File: src/rtl/fetch_unit.sv
// -----------------------------------------------------------------------------
// fetch_unit
// Program-counter and instruction-fetch sequencer for the single-cycle RV32
// core. Holds the PC, selects the next PC (sequential / branch / JAL / JALR),
// drives the ROM word address, and provides run / hold / single-step control
// plus halting on end-of-program or a misaligned target.
//
// Optional feature macro: FETCH_SINGLE_STEP_EN
//   defined     : step_btn goes through a 2-FF synchronizer and a rising-edge
//                 detector; step_mode=1 advances only on that step pulse.
//   not defined : step_mode / step_btn are ignored and no synchronizer flops
//                 exist; the core advances on tick only.
//
// Ports:
//   clk          in   system clock
//   rstn         in   synchronous active-low reset
//   tick         in   one-cycle advance pulse from the clock divider
//   hold         in   level, 1 freezes the PC
//   step_mode    in   level, 1 = advance only on the step button
//   step_btn     in   raw asynchronous push-button
//   restart      in   pulse, leaves HALT (no effect in RUN)
//   br_taken     in   conditional branch taken
//   jal          in   JAL in current instruction
//   jalr         in   JALR in current instruction
//   imm          in   sign-extended byte offset for branch / JAL
//   jalr_target  in   rs1+imm from the ALU
//   pc           out  current PC (byte address)
//   pc_plus4     out  pc+4, link value
//   rom_addr     out  ROM word address = pc[ADDR_W+1:2]
//   adv          out  PC commits this cycle (write-enable qualifier)
//   halted       out  state == HALT (also serves as the FSM state view)
//   done         out  halted because of end-of-program
//   err          out  halted because of a misaligned target
//   retired      out  committed-instruction count, saturating at 16'hFFFF
//
// Handshake: there is no valid/ready pair here; adv is the single qualifier.
// Downstream state (RF/DM) may only be written in a cycle where adv=1, and the
// control inputs are only looked at in that same cycle.
// -----------------------------------------------------------------------------
module fetch_unit #(
   parameter int          ADDR_W    = 6,
   parameter int          INSTR_NUM = 12,
   parameter logic [31:0] RESET_PC  = 32'h0,
   parameter int          WRAP      = 1
) (
   input  logic              clk,
   input  logic              rstn,
   input  logic              tick,
   input  logic              hold,
   input  logic              step_mode,
   input  logic              step_btn,
   input  logic              restart,
   input  logic              br_taken,
   input  logic              jal,
   input  logic              jalr,
   input  logic [31:0]       imm,
   input  logic [31:0]       jalr_target,
   output logic [31:0]       pc,
   output logic [31:0]       pc_plus4,
   output logic [ADDR_W-1:0] rom_addr,
   output logic              adv,
   output logic              halted,
   output logic              done,
   output logic              err,
   output logic [15:0]       retired
);

   typedef enum logic {
      RUN  = 1'b0,
      HALT = 1'b1
   } state_t;

   localparam logic [29:0] INSTR_LIM = 30'(INSTR_NUM);

   state_t      state_q, state_d;
   logic [31:0] pc_q, pc_d;
   logic [15:0] retired_q, retired_d;
   logic        done_q, done_d;
   logic        err_q, err_d;

   logic        trigger;
   logic [31:0] target;
   logic [31:0] offset;
   logic        misaligned;
   logic        end_of_prog;
   logic [15:0] retired_inc;

   // ---------------------------------------------------------------------------
   // Advance trigger
   // ---------------------------------------------------------------------------
`ifdef FETCH_SINGLE_STEP_EN
   logic step_s1_q, step_s2_q, step_s3_q;
   logic step_pulse;

   // s1/s2 form the synchronizer; s3 remembers the previous synchronized level
   // so a held button yields only one pulse.
   always_ff @(posedge clk) begin
      if (!rstn) begin
         step_s1_q <= 1'b0;
         step_s2_q <= 1'b0;
         step_s3_q <= 1'b0;
      end else begin
         step_s1_q <= step_btn;
         step_s2_q <= step_s1_q;
         step_s3_q <= step_s2_q;
      end
   end

   assign step_pulse = step_s2_q & ~step_s3_q;
   assign trigger    = step_mode ? step_pulse : tick;
`else
   logic unused_step;
   assign unused_step = step_mode ^ step_btn;
   assign trigger     = tick;
`endif

   // Selecting one trigger source means tick and step in the same cycle can
   // only ever give a single advance; hold simply masks it (nothing is queued).
   assign adv = (state_q == RUN) & ~hold & trigger;

   // ---------------------------------------------------------------------------
   // Next-PC selection: jalr > jal > br_taken > sequential
   // ---------------------------------------------------------------------------
   always_comb begin
      target = pc_q + 32'd4;
      if (jalr) begin
         target = {jalr_target[31:1], 1'b0};
      end else if (jal || br_taken) begin
         target = pc_q + imm;
      end
   end

   assign misaligned  = target[1];
   // Word index is taken relative to RESET_PC so the program window is
   // RESET_PC .. RESET_PC + 4*INSTR_NUM - 1.
   assign offset      = target - RESET_PC;
   assign end_of_prog = (target < RESET_PC) || (offset[31:2] >= INSTR_LIM);
   assign retired_inc = (retired_q == 16'hFFFF) ? retired_q : retired_q + 16'd1;

   // ---------------------------------------------------------------------------
   // FSM: next state and datapath updates
   // ---------------------------------------------------------------------------
   always_comb begin
      state_d   = state_q;
      pc_d      = pc_q;
      retired_d = retired_q;
      done_d    = done_q;
      err_d     = err_q;
      case (state_q)
         RUN: begin
            if (adv) begin
               // Misalignment wins over end-of-program; the faulting
               // instruction is not counted as retired.
               if (misaligned) begin
                  state_d = HALT;
                  err_d   = 1'b1;
               end else if (end_of_prog) begin
                  retired_d = retired_inc;
                  if (WRAP != 0) begin
                     pc_d = RESET_PC;
                  end else begin
                     state_d = HALT;
                     done_d  = 1'b1;
                  end
               end else begin
                  pc_d      = target;
                  retired_d = retired_inc;
               end
            end
         end
         HALT: begin
            if (restart) begin
               state_d   = RUN;
               pc_d      = RESET_PC;
               retired_d = 16'd0;
               done_d    = 1'b0;
               err_d     = 1'b0;
            end
         end
         default: begin
            state_d = RUN;
         end
      endcase
   end

   always_ff @(posedge clk) begin
      if (!rstn) begin
         state_q   <= RUN;
         pc_q      <= RESET_PC;
         retired_q <= 16'd0;
         done_q    <= 1'b0;
         err_q     <= 1'b0;
      end else begin
         state_q   <= state_d;
         pc_q      <= pc_d;
         retired_q <= retired_d;
         done_q    <= done_d;
         err_q     <= err_d;
      end
   end

   // ---------------------------------------------------------------------------
   // Outputs
   // ---------------------------------------------------------------------------
   assign pc       = pc_q;
   assign pc_plus4 = pc_q + 32'd4;
   assign rom_addr = pc_q[ADDR_W+1:2];
   assign halted   = (state_q == HALT);
   assign done     = done_q;
   assign err      = err_q;
   assign retired  = retired_q;

endmodule
File: config.mk
export PLATFORM = sky130hd
export DESIGN_NAME = fetch_unit
export DESIGN_NICKNAME = d
export VERILOG_FILES = /design/src/rtl/fetch_unit.sv
export SDC_FILE = /design/constraint.sdc
export NUM_CORES = 1
export LEC_CHECK = 0
export CORE_ASPECT_RATIO = 1.75
export CORE_MARGIN = 2
export CORE_UTILIZATION = 45
export CTS_CLUSTER_DIAMETER = 30
export CTS_CLUSTER_SIZE = 28
export DETAILED_ROUTE_END_ITERATION = 8
export PLACE_DENSITY = 0.79
export SETUP_SLACK_MARGIN = 0.02
export SKIP_LAST_GASP = 1
export SYNTH_ARGS = -nofsm -noshare
export SYNTH_HDL_FRONTEND = slang
export SYNTH_SLANG_ARGS = --single-unit
File: constraint.sdc
create_clock -name clk -period 5.6 [get_ports clk]
set_input_delay 1.12 -clock clk [delete_from_list [all_inputs] [get_ports clk]]
set_output_delay 1.12 -clock clk [all_outputs]
set_load 0.1 [all_outputs]
==> out/qor.txt, run 1 <==
Final worst path period share: 87.5%
Synth Register Bits: 49
Distinct cells, synth: 76
Relative slew slack: 30.2%
Crit-path max FO: 7
# diodes: 0
DRT Wirelength: 18,200 um
Clk pin slew, worst setup/hold paths: 0.06 ns
Hold crit path type: flip-flop to flip-flop
Worst Path Required: 5.80 ns
Mapped Area: 4820 um2
Root Driver: clkbuf_16
Post-CTS sizing: 0
FF-to-FF Start: pc[2]
Clock latency on the worst-skew pair: 0.28 ns
Pin count of the biggest net entering global routing: 33
Total power: 0.896 mW
Met3 GRT Util: 4.35%
DP Area: 6410 um2
Post-CTS Setup Bufs: 0
Met2 layer usage reported by global route: 57.3%
CTS Hold Buffers Added: 0
Main synth FF type: dfxtp_1
Mapped Cells: 631
Hold wc startpoint: err
Core Box Area: 10,600 um2
Drt pass-1 iters: 5
Pwr/cell area: 136 nW/um2
Crit path DAT: 5.09 ns
GR met1 Demand/Resource: 32.9%
DR WL/cell: 20.0 um
GRT Total Usage: 31.3%
Global route overflow: 0
I/O pin count: 164
Endpoint type of the worst setup path: flip-flop
CTS buffer count: 5
Min Clock Period, post-route: 4.90 ns
Final core occ: 62.2%
Leak: 2.63 nW
Initial Util: 45.6%
First-pass GRT wire length: 27,800 um
Final hold vios: 0
Die area: 11,600 um2
Skew final: 0.00301 ns
Total of max-cap violations: 0
Yosys warnings: 0
Highest clock rate: 0.204 GHz
Setup violators final: 0
WHS: 0.519 ns
Area contributors post-synth: dfxtp_1 20%, ha_1 8.6%, xnor2_1 6.9%
Via Count: 5,429
Die W: 82.3 um
Busiest grt layer: met2
Setup_tns: 0 ns
Seq/Total Area, Yosys: 20.3%
Die H: 141 um
EDFF count, synth: 0
Final instance area: 6570 um2
DR vias/cell: 5.99
Crit path from: imm[22]
Async set or reset register ratio after synthesis: 0%
Final ANT Viol Nets: 0
H-Tree Depth: 2
CTS tree: built
Max Slew Vio Count: 0
Maximum vdd drop: 0.240 mV
Startpoint type of the worst setup path: primary input
Initial antenna violation count: 0
Nets: 883
Post-DP HPWL: 14,900 um
RSZ-0062 raised after global routing: no
Share of the synthesized area in the top cell type: 20.3%
Final GP Congestion: 0.939
Post-route DRC: 0
DRT iter0 DRCs: 279
Clock Sink Count: 49
WS Path Type: primary input to flip-flop
Vias in the first global route: 5,340
Rows: 50
Area leader, netlist: dfxtp_1
Share of cells above drive strength 1: 6.56%
Avg Inst Size Synth: 7.64 um2
Status: finished, final reports clean
Slew @ Worst Pin: 1.04 ns
Layout area overhead: 36.3%
Clock Tree Buf Depth: 2
I/O Buffers: 157
[cells by family after synthesis]
kind of cell               share of synthesized area (%)
other                                             0.0778
xor gates and xnor gates                            11.3
and+or+nand+nor                                     29.8
buffers and inverters                               5.81
muxes                                               1.50
adders and majority gates                           8.56
DFF                                                 20.3
AOI/OAI and AO/OA                                   22.7
[path summary, 6_finish.rpt]
kind	cells past startpoint	slack (ns)	end
max	12	0.70	pc[3]
min	2	0.52	err
max reg2reg	11	1.36	pc[3]
min reg2reg	2	0.52	err
[cells in the final DEF (no fill, tap or decap), drive strengths merged, types with 3 or more instances in the layout]
cell | netlist | layout
a211oi | 7 | 7
a21boi | 4 | 4
a21o | 8 | 8
a21oi | 46 | 46
a221oi | 4 | 4
a31oi | 6 | 6
and2 | 7 | 7
and3 | 37 | 37
and4 | 7 | 7
buf | 18 | 17
clkbuf | 15 | 6
clkdlybuf4s50 | 0 | 152
conb | 1 | 3
dfxtp | 49 | 49
ha | 33 | 33
inv | 11 | 11
mux2i | 5 | 5
nand2 | 60 | 60
nand3 | 23 | 23
nand4 | 22 | 22
nor2 | 67 | 67
nor2b | 4 | 4
nor3 | 19 | 19
nor4 | 10 | 10
nor4b | 4 | 4
o211ai | 11 | 11
o21a | 7 | 7
o21ai | 29 | 29
o31ai | 7 | 7
or2 | 3 | 3
or3 | 8 | 8
or4 | 4 | 4
xnor2 | 38 | 38
xor2 | 24 | 24
[report_power, final]
part / internal, mW / leakage, nW / switching (mW)
combinational: 0.0890 / 2.15 / 0.118
clock: 0.211 / 0.0810 / 0.124
sequential: 0.351 / 0.395 / 0.00254
total: 0.651 / 2.62 / 0.245
[cell usage after synthesis, types with 2 or more instances]
master	number
a211oi_1	6
and4_1	6
o31ai_1	7
buf_2	6
a2bb2oi_1	2
a21o_1	8
nor2b_1	4
o211a_1	2
or2_2	3
and2_1	6
xor2_1	24
nor4b_1	3
or3_1	8
o311ai_0	2
clkbuf_1	9
o211ai_1	11
inv_1	11
nand2_1	59
mux2i_1	5
a21oi_2	4
mux2_2	2
o21ai_1	3
buf_4	10
nor4_1	10
nor2_1	64
clkbuf_8	5
a31oi_1	5
dfxtp_1	49
o221ai_1	2
a221oi_1	3
o21a_1	7
ha_1	33
buf_6	2
o21ai_0	26
o21bai_1	2
nand3_1	23
a21boi_0	4
and3_1	36
nor3_1	18
or4_1	3
nand4_1	22
a311oi_1	2
a21oi_1	42
nor2_2	3
xnor2_1	38
[critical path, stage by stage]
cell and delay [ns]:
clkdlybuf4s50_1 0.44, ha_1 0.43, a21oi_2 0.23, o21a_1 0.19, a2bb2oi_1 0.18, o221ai_1 0.17, a2111oi_2 0.38, o211ai_1 0.12
or4_1 0.43, or4_1 0.53, or4_4 0.60, o31ai_1 0.26
[area by class of cell]
type                            count  area, um2
Clock buffer                        6        129
Clock inverter                      2       38.8
Fill cell                         930       4000
Inverter                           12       45.0
Multi-Input combinational cell    539       3570
Sequential cell                    49        981
Tap cell                          130        163
Timing Repair Buffer              169       1650
[layer usage]
| metal | vias up | share of wire, % |
|---|---|---|
| met2 | 205 | 54 |
| met1 | 2545 | 36 |
| met4 | 0 | 5.1 |
| met3 | 59 | 4.8 |
| li1 | 2620 | - |
| met5 | - | 0 |
[metrics by stage]
step	worst slack, ns	instances
floorplan	0.399	633
global placement	0.474	899
detailed placement	0.421	899
CTS	0.711	907
global route	0.405	907
finish	0.702	907
[registers in the layout, indices dropped and copies added, names as in the netlist]
name     flops
halted       1
err          1
retired     16
pc          31
Note: power is estimated with default switching activity, not from simulation.
==> run 2, diff against run 1 <==
CORE_ASPECT_RATIO = default   (was 1.75)
CORE_UTILIZATION = 47   (was 45)
PLACE_DENSITY = 0.82   (was 0.79)
==> out/qor.txt, run 2 (synthesis gave the netlist of run 1 again) <==
Worst-case reg-to-reg path depth: 11 (unchanged)
Clock Sink Count: 49 (unchanged)
Post-CTS Setup Bufs: 0 (unchanged)
Post-route DRC: 0 (unchanged)
CTS tree: built (unchanged)
Share of cells above drive strength 1: 6.06% (was 6.56%)
Pwr/cell area: 120 nW/um2 (was 136 nW/um2)
Rows: 36 (was 50)
DRT Wirelength: 17,800 um (was 18,200 um)
Hold Crit Depth: 2 (unchanged)
Final hold vios: 0 (unchanged)
Worst Path Required: 5.82 ns (was 5.80 ns)
GRT Total Usage: 31.4% (was 31.3%)
Clk pin slew, worst setup/hold paths: 0.10 ns (was 0.06 ns)
Final instance area: 6500 um2 (was 6570 um2)
CTS buffer count: 5 (unchanged)
Hold crit path type: flip-flop to flip-flop (unchanged)
Clock latency on the worst-skew pair: 0.31 ns (was 0.28 ns)
H-Tree Depth: 2 (unchanged)
Routed wl met3: 1060 um (was 877 um)
Final worst path period share: 87.5% (about the same)
Via Count: 5,441 (was 5,429)
Met2 wire len: 8580 um (was 9760 um)
Post-CTS sizing: 0 (unchanged)
DR WL/cell: 19.6 um (was 20.0 um)
Most frequent cells in the layout: 155 x clkdlybuf4s50_1, 64 x nor2_1, 59 x nand2_1, 49 x dfxtp_1, 42 x a21oi_1 (was 152 x clkdlybuf4s50_1, 64 x nor2_1, 59 x nand2_1, 49 x dfxtp_1, 42 x a21oi_1)
Crit-path max FO: 7 (unchanged)
DR vias/cell: 5.99 (about the same)
DRT iter0 DRCs: 323 (was 279)
# diodes: 0 (unchanged)
Met1 WL: 7610 um (was 6590 um)
Die area: 11,100 um2 (was 11,600 um2)
Maximum vdd drop: 0.198 mV (was 0.240 mV)
Final GP Congestion: 0.946 (was 0.939)
Layout area overhead: 34.8% (was 36.3%)
Relative slew slack: 30.9% (was 30.2%)
Endpoint type of the worst setup path: flip-flop (unchanged)
Max reg flops: 31 (unchanged)
WS Path Type: primary input to flip-flop (unchanged)
Filler instances: 879 (was 930)
Root Driver: clkbuf_8 (was clkbuf_16)
Vias in the first global route: 5,257 (was 5,340)
RSZ-0062 raised after global routing: no (unchanged)
Highest clock rate: 0.204 GHz (about the same)
Skew final: 0.0106 ns (was 0.00301 ns)
Max Slew Vio Count: 0 (unchanged)
Startpoint type of the worst setup path: primary input (unchanged)
Pin count of the biggest net entering global routing: 33 (unchanged)
Crit path DAT: 5.12 ns (was 5.09 ns)
DP Area: 6400 um2 (was 6410 um2)
Post-DP HPWL: 14,700 um (was 14,900 um)
Clock Tree Buf Depth: 2 (unchanged)
Core Box Area: 9860 um2 (was 10,600 um2)
Initial antenna violation count: 0 (unchanged)
Slew @ Worst Pin: 1.03 ns (was 1.04 ns)
Die W: 105 um (was 82.3 um)
Nets: 881 (was 883)
Total of max-cap violations: 0 (unchanged)
Commonest non-fill, non-tap cell in the layout: clkdlybuf4s50_1 (unchanged)
Setup violators final: 0 (unchanged)
Min Clock Period, post-route: 4.90 ns (about the same)
Initial Util: 48.9% (was 45.6%)
I/O Buffers: 157 (unchanged)
First-pass GRT wire length: 27,800 um (about the same)
Global route overflow: 0 (unchanged)
CTS Hold Buffers Added: 0 (unchanged)
Non-Filler Instances: 908 (was 907)
Total power: 0.781 mW (was 0.896 mW)
Uppermost layer routed: met4 (unchanged)
Dpl cells: 900 (was 899)
Drt pass-1 iters: 5 (unchanged)
Die H: 105 um (was 141 um)
Final ANT Viol Nets: 0 (unchanged)
Setup_tns: 0 ns (unchanged)
Leak: 2.58 nW (was 2.63 nW)
Status: finished, final reports clean (unchanged)
I/O pin count: 164 (unchanged)
WHS: 0.508 ns (was 0.519 ns)
-- run 2: changes by cell type in the layout (fill, tap and decap cells not counted) --
cell / previous run / this run
buf_4: 17 / 12
bufinv_16: 1 / 0
clkbuf_1: 1 / 0
clkbuf_16: 5 / 0
clkbuf_8: 0 / 6
clkdlybuf4s50_1: 152 / 155
inv_6: 0 / 1
-- run 2: critical path, cell delays in order --
cell	delay (ns)
clkdlybuf4s50_1	0.43
ha_1	0.41
a21oi_1	0.30
o21ai_0	0.22
a221o_1	0.38
a2111oi_2	0.27
o211ai_1	0.14
or4_1	0.45
or4_1	0.53
or4_4	0.60
o31ai_1	0.27
-- run 2: metal layers --
metal,track usage [%],up-vias
met2,53.8,195
met5,0,-
met3,4.21,44
met4,11.2,0
li1,-,2619
met1,40.1,2583
-- run 2: layout make-up --
class	count	area [um2]	area share [%]
clock buffers	6	82.6	1.27
multi-input cells	539	3570	54.9
inverters	12	45.0	0.693
flip-flops and latches	49	981	15.1
repair buffers	167	1640	25.2
well taps	133	166	2.56
clock inverters	2	17.5	0.269
-- run 2: through the flow --
stage,utilization (%),setup WS (ns)
floorplan,-,0.399
CTS,65.9,0.773
finish,65.9,0.698
global route,65.9,0.575
global placement,64.9,0.501
detailed placement,64.9,0.446
-- run 2: path summary, 6_finish.rpt --
check                 to  slack, ns        start
min          retired[15]       0.51  retired[15]
max                pc[4]       0.70      imm[13]
min reg2reg  retired[15]       0.51  retired[15]
max reg2reg        pc[4]       1.27        pc[3]
-- run 2: report_power, final --
group	internal [mW]	total, mW	leakage (nW)	switching, mW
Sequential	0.350	0.353	0.395	0.00238
Clock	0.103	0.225	0.0518	0.123
Combinational	0.0865	0.203	2.14	0.117
==> run 3, diff against run 2 <==
CAP_MARGIN = 20   (was default)
CELL_PAD_IN_SITES_DETAIL_PLACEMENT = 0   (was default)
CELL_PAD_IN_SITES_GLOBAL_PLACEMENT = 1   (was default)
CORE_UTILIZATION = 33   (was 47)
MAX_ROUTING_LAYER = met4   (was default)
==> out/qor.txt, run 3 (synthesis gave the netlist of run 1 again) <==
DR WL/cell: 18.3 um (was 19.6 um)
Clk pin slew, worst setup/hold paths: 0.07 ns (was 0.10 ns)
Skew final: 0.00734 ns (was 0.0106 ns)
CTS buffer count: 5 (unchanged)
Layout area overhead: 37.2% (was 34.8%)
Switching fraction of total power: 28.5% (was 30.9%)
Share of cells above drive strength 1: 6.70% (was 6.06%)
Die W: 125 um (was 105 um)
Max Slew Vio Count: 0 (unchanged)
FF-to-FF End: pc[5] (was pc[4])
CTS tree: built (unchanged)
Multi-input logic area: 3570 um2 (unchanged)
Logic gate share of total power: 23.5% (was 26.0%)
Rows: 44 (was 36)
DR vias/cell: 5.58 (was 5.99)
Final core occ: 45.9% (was 65.9%)
P_sw: 0.245 mW (was 0.241 mW)
Clock Sink Count: 49 (unchanged)
Global route overflow: 0 (unchanged)
WS Path Type: primary input to flip-flop (unchanged)
Vias in the first global route: 5,115 (was 5,257)
Crit path DAT: 5.17 ns (was 5.12 ns)
Startpoint type of the worst setup path: primary input (unchanged)
I/O pin count: 164 (unchanged)
DRT Wirelength: 17,600 um (was 17,800 um)
H-Tree Depth: 2 (unchanged)
Setup violators final: 0 (unchanged)
GRT Total Usage: 22.4% (was 31.4%)
Drt pass-1 iters: 4 (was 5)
Die H: 125 um (was 105 um)
Pwr/cell area: 130 nW/um2 (was 120 nW/um2)
Hold Crit Depth: 2 (unchanged)
Hold crit path type: flip-flop to flip-flop (unchanged)
Slew @ Worst Pin: 1.01 ns (was 1.03 ns)
Root Driver: clkbuf_16 (was clkbuf_8)
Initial Util: 33.4% (was 48.9%)
DRT iter0 DRCs: 365 (was 323)
Die area: 15,600 um2 (was 11,100 um2)
Final hold vios: 0 (unchanged)
Clock Tree Buf Depth: 2 (unchanged)
Filler instances: 1,483 (was 879)
Final worst path period share: 88.7% (was 87.5%)
Min Clock Period, post-route: 4.97 ns (was 4.90 ns)
Initial antenna violation count: 0 (unchanged)
# diodes: 0 (unchanged)
Nets: 882 (was 881)
Hold wc startpoint: retired[9] (was retired[15])
Total of max-cap violations: 0 (unchanged)
Cell Int Power: 0.616 mW (was 0.539 mW)
Via Count: 5,357 (was 5,441)
Crit-path max FO: 8 (was 7)
Core Box Area: 14,400 um2 (was 9860 um2)
Final GP Congestion: 0.968 (was 0.946)
I/O Buffers: 157 (unchanged)
Maximum vdd drop: 0.149 mV (was 0.198 mV)
CTS Hold Buffers Added: 0 (unchanged)
Register share of total power: 41.0% (was 45.2%)
Post-DP HPWL: 14,600 um (was 14,700 um)
FF-to-FF Start: pc[2] (was pc[3])
Commonest non-fill, non-tap cell in the layout: clkdlybuf4s50_1 (unchanged)
Post-CTS sizing: 0 (unchanged)
Clk network pwr share: 35.5% (was 28.8%)
Most frequent cells in the layout: 151 x clkdlybuf4s50_1, 64 x nor2_1, 59 x nand2_1, 49 x dfxtp_1, 42 x a21oi_1 (was 155 x clkdlybuf4s50_1, 64 x nor2_1, 59 x nand2_1, 49 x dfxtp_1, 42 x a21oi_1)
Worst Path Required: 5.80 ns (was 5.82 ns)
Post-route DRC: 0 (unchanged)
Setup_tns: 0 ns (unchanged)
Endpoint type of the worst setup path: flip-flop (unchanged)
Leak: 2.62 nW (was 2.58 nW)
Highest clock rate: 0.201 GHz (was 0.204 GHz)
Reg area: 981 um2 (unchanged)
Worst-case reg-to-reg path depth: 11 (unchanged)
Clock latency on the worst-skew pair: 0.29 ns (was 0.31 ns)
Hold EP: retired[9] (was retired[15])
Status: finished, final reports clean (unchanged)
Pin count of the biggest net entering global routing: 33 (unchanged)
First-pass GRT wire length: 27,500 um (was 27,800 um)
RSZ-0062 raised after global routing: no (unchanged)
Post-CTS Setup Bufs: 0 (unchanged)
Setup slack on the worst flop-to-flop path: 1.25 ns (was 1.27 ns)
Relative slew slack: 32.4% (was 30.9%)
Final ANT Viol Nets: 0 (unchanged)
Max reg flops: 31 (unchanged)
## run 3: layout make-up
type	instances	area share (%)
multi-input combinational	539	53.9
timing repair buffer	168	24.8
sequential	49	14.8
tap	184	3.48
clock buffer	6	2.10
inverter	12	0.681
clock inverter	2	0.208
## run 3: worst max path at each step
stage	start	end	slack [ns]	depth (start not counted)
after floorplan	pc[9]	pc_plus4[28]	0.40	6
after global placement	imm[22]	pc[2]	0.40	12
after detailed placement	imm[18]	pc[5]	0.34	12
after CTS	imm[18]	pc[5]	0.65	12
after global routing	imm[18]	pc[3]	0.35	12
final	imm[18]	pc[5]	0.63	12
## run 3: per-layer routing
metal,vias to the layer above,GRT usage [%],wire [um]
met2,165,37.8,8430
met4,0,5.95,331
li1,2621,-,-
met3,19,1.93,773
met5,-,-,0
met1,2552,28.9,8040
## run 3: per-stage QoR
stage	instances	total power [mW]	cell area, um2	hold slack, ns	worst slack (ns)
4_1_cts	960	0.868	6620	0.508	0.653
3_5_place_dp	952	0.562	6460	0.494	0.336
6_report	960	0.861	6620	0.507	0.634
2_1_floorplan	633	0.482	4830	0.944	0.399
3_3_place_gp	952	0.561	6460	0.479	0.401
5_1_grt	960	0.896	6620	0.541	0.348
## run 3: worst max-delay path: stages
cell and delay, ns:
clkdlybuf4s50_1 0.45, ha_1 0.44, a21oi_2 0.25, o21ai_1 0.14, a2bb2oi_1 0.21, o221ai_1 0.21
a2111oi_2 0.40, o211ai_1 0.12, or4_1 0.45, or4_1 0.54, or4_4 0.60, o31ai_1 0.25
## run 3: power groups by stage
stage / Combinational, mW / Clock [mW] / Sequential [mW]
5_1_grt: 0.217 / 0.325 / 0.353
6_report: 0.202 / 0.306 / 0.353
3_5_place_dp: 0.201 / 0 / 0.361
3_3_place_gp: 0.200 / 0 / 0.361
2_1_floorplan: 0.107 / 0 / 0.375
4_1_cts: 0.202 / 0.313 / 0.353
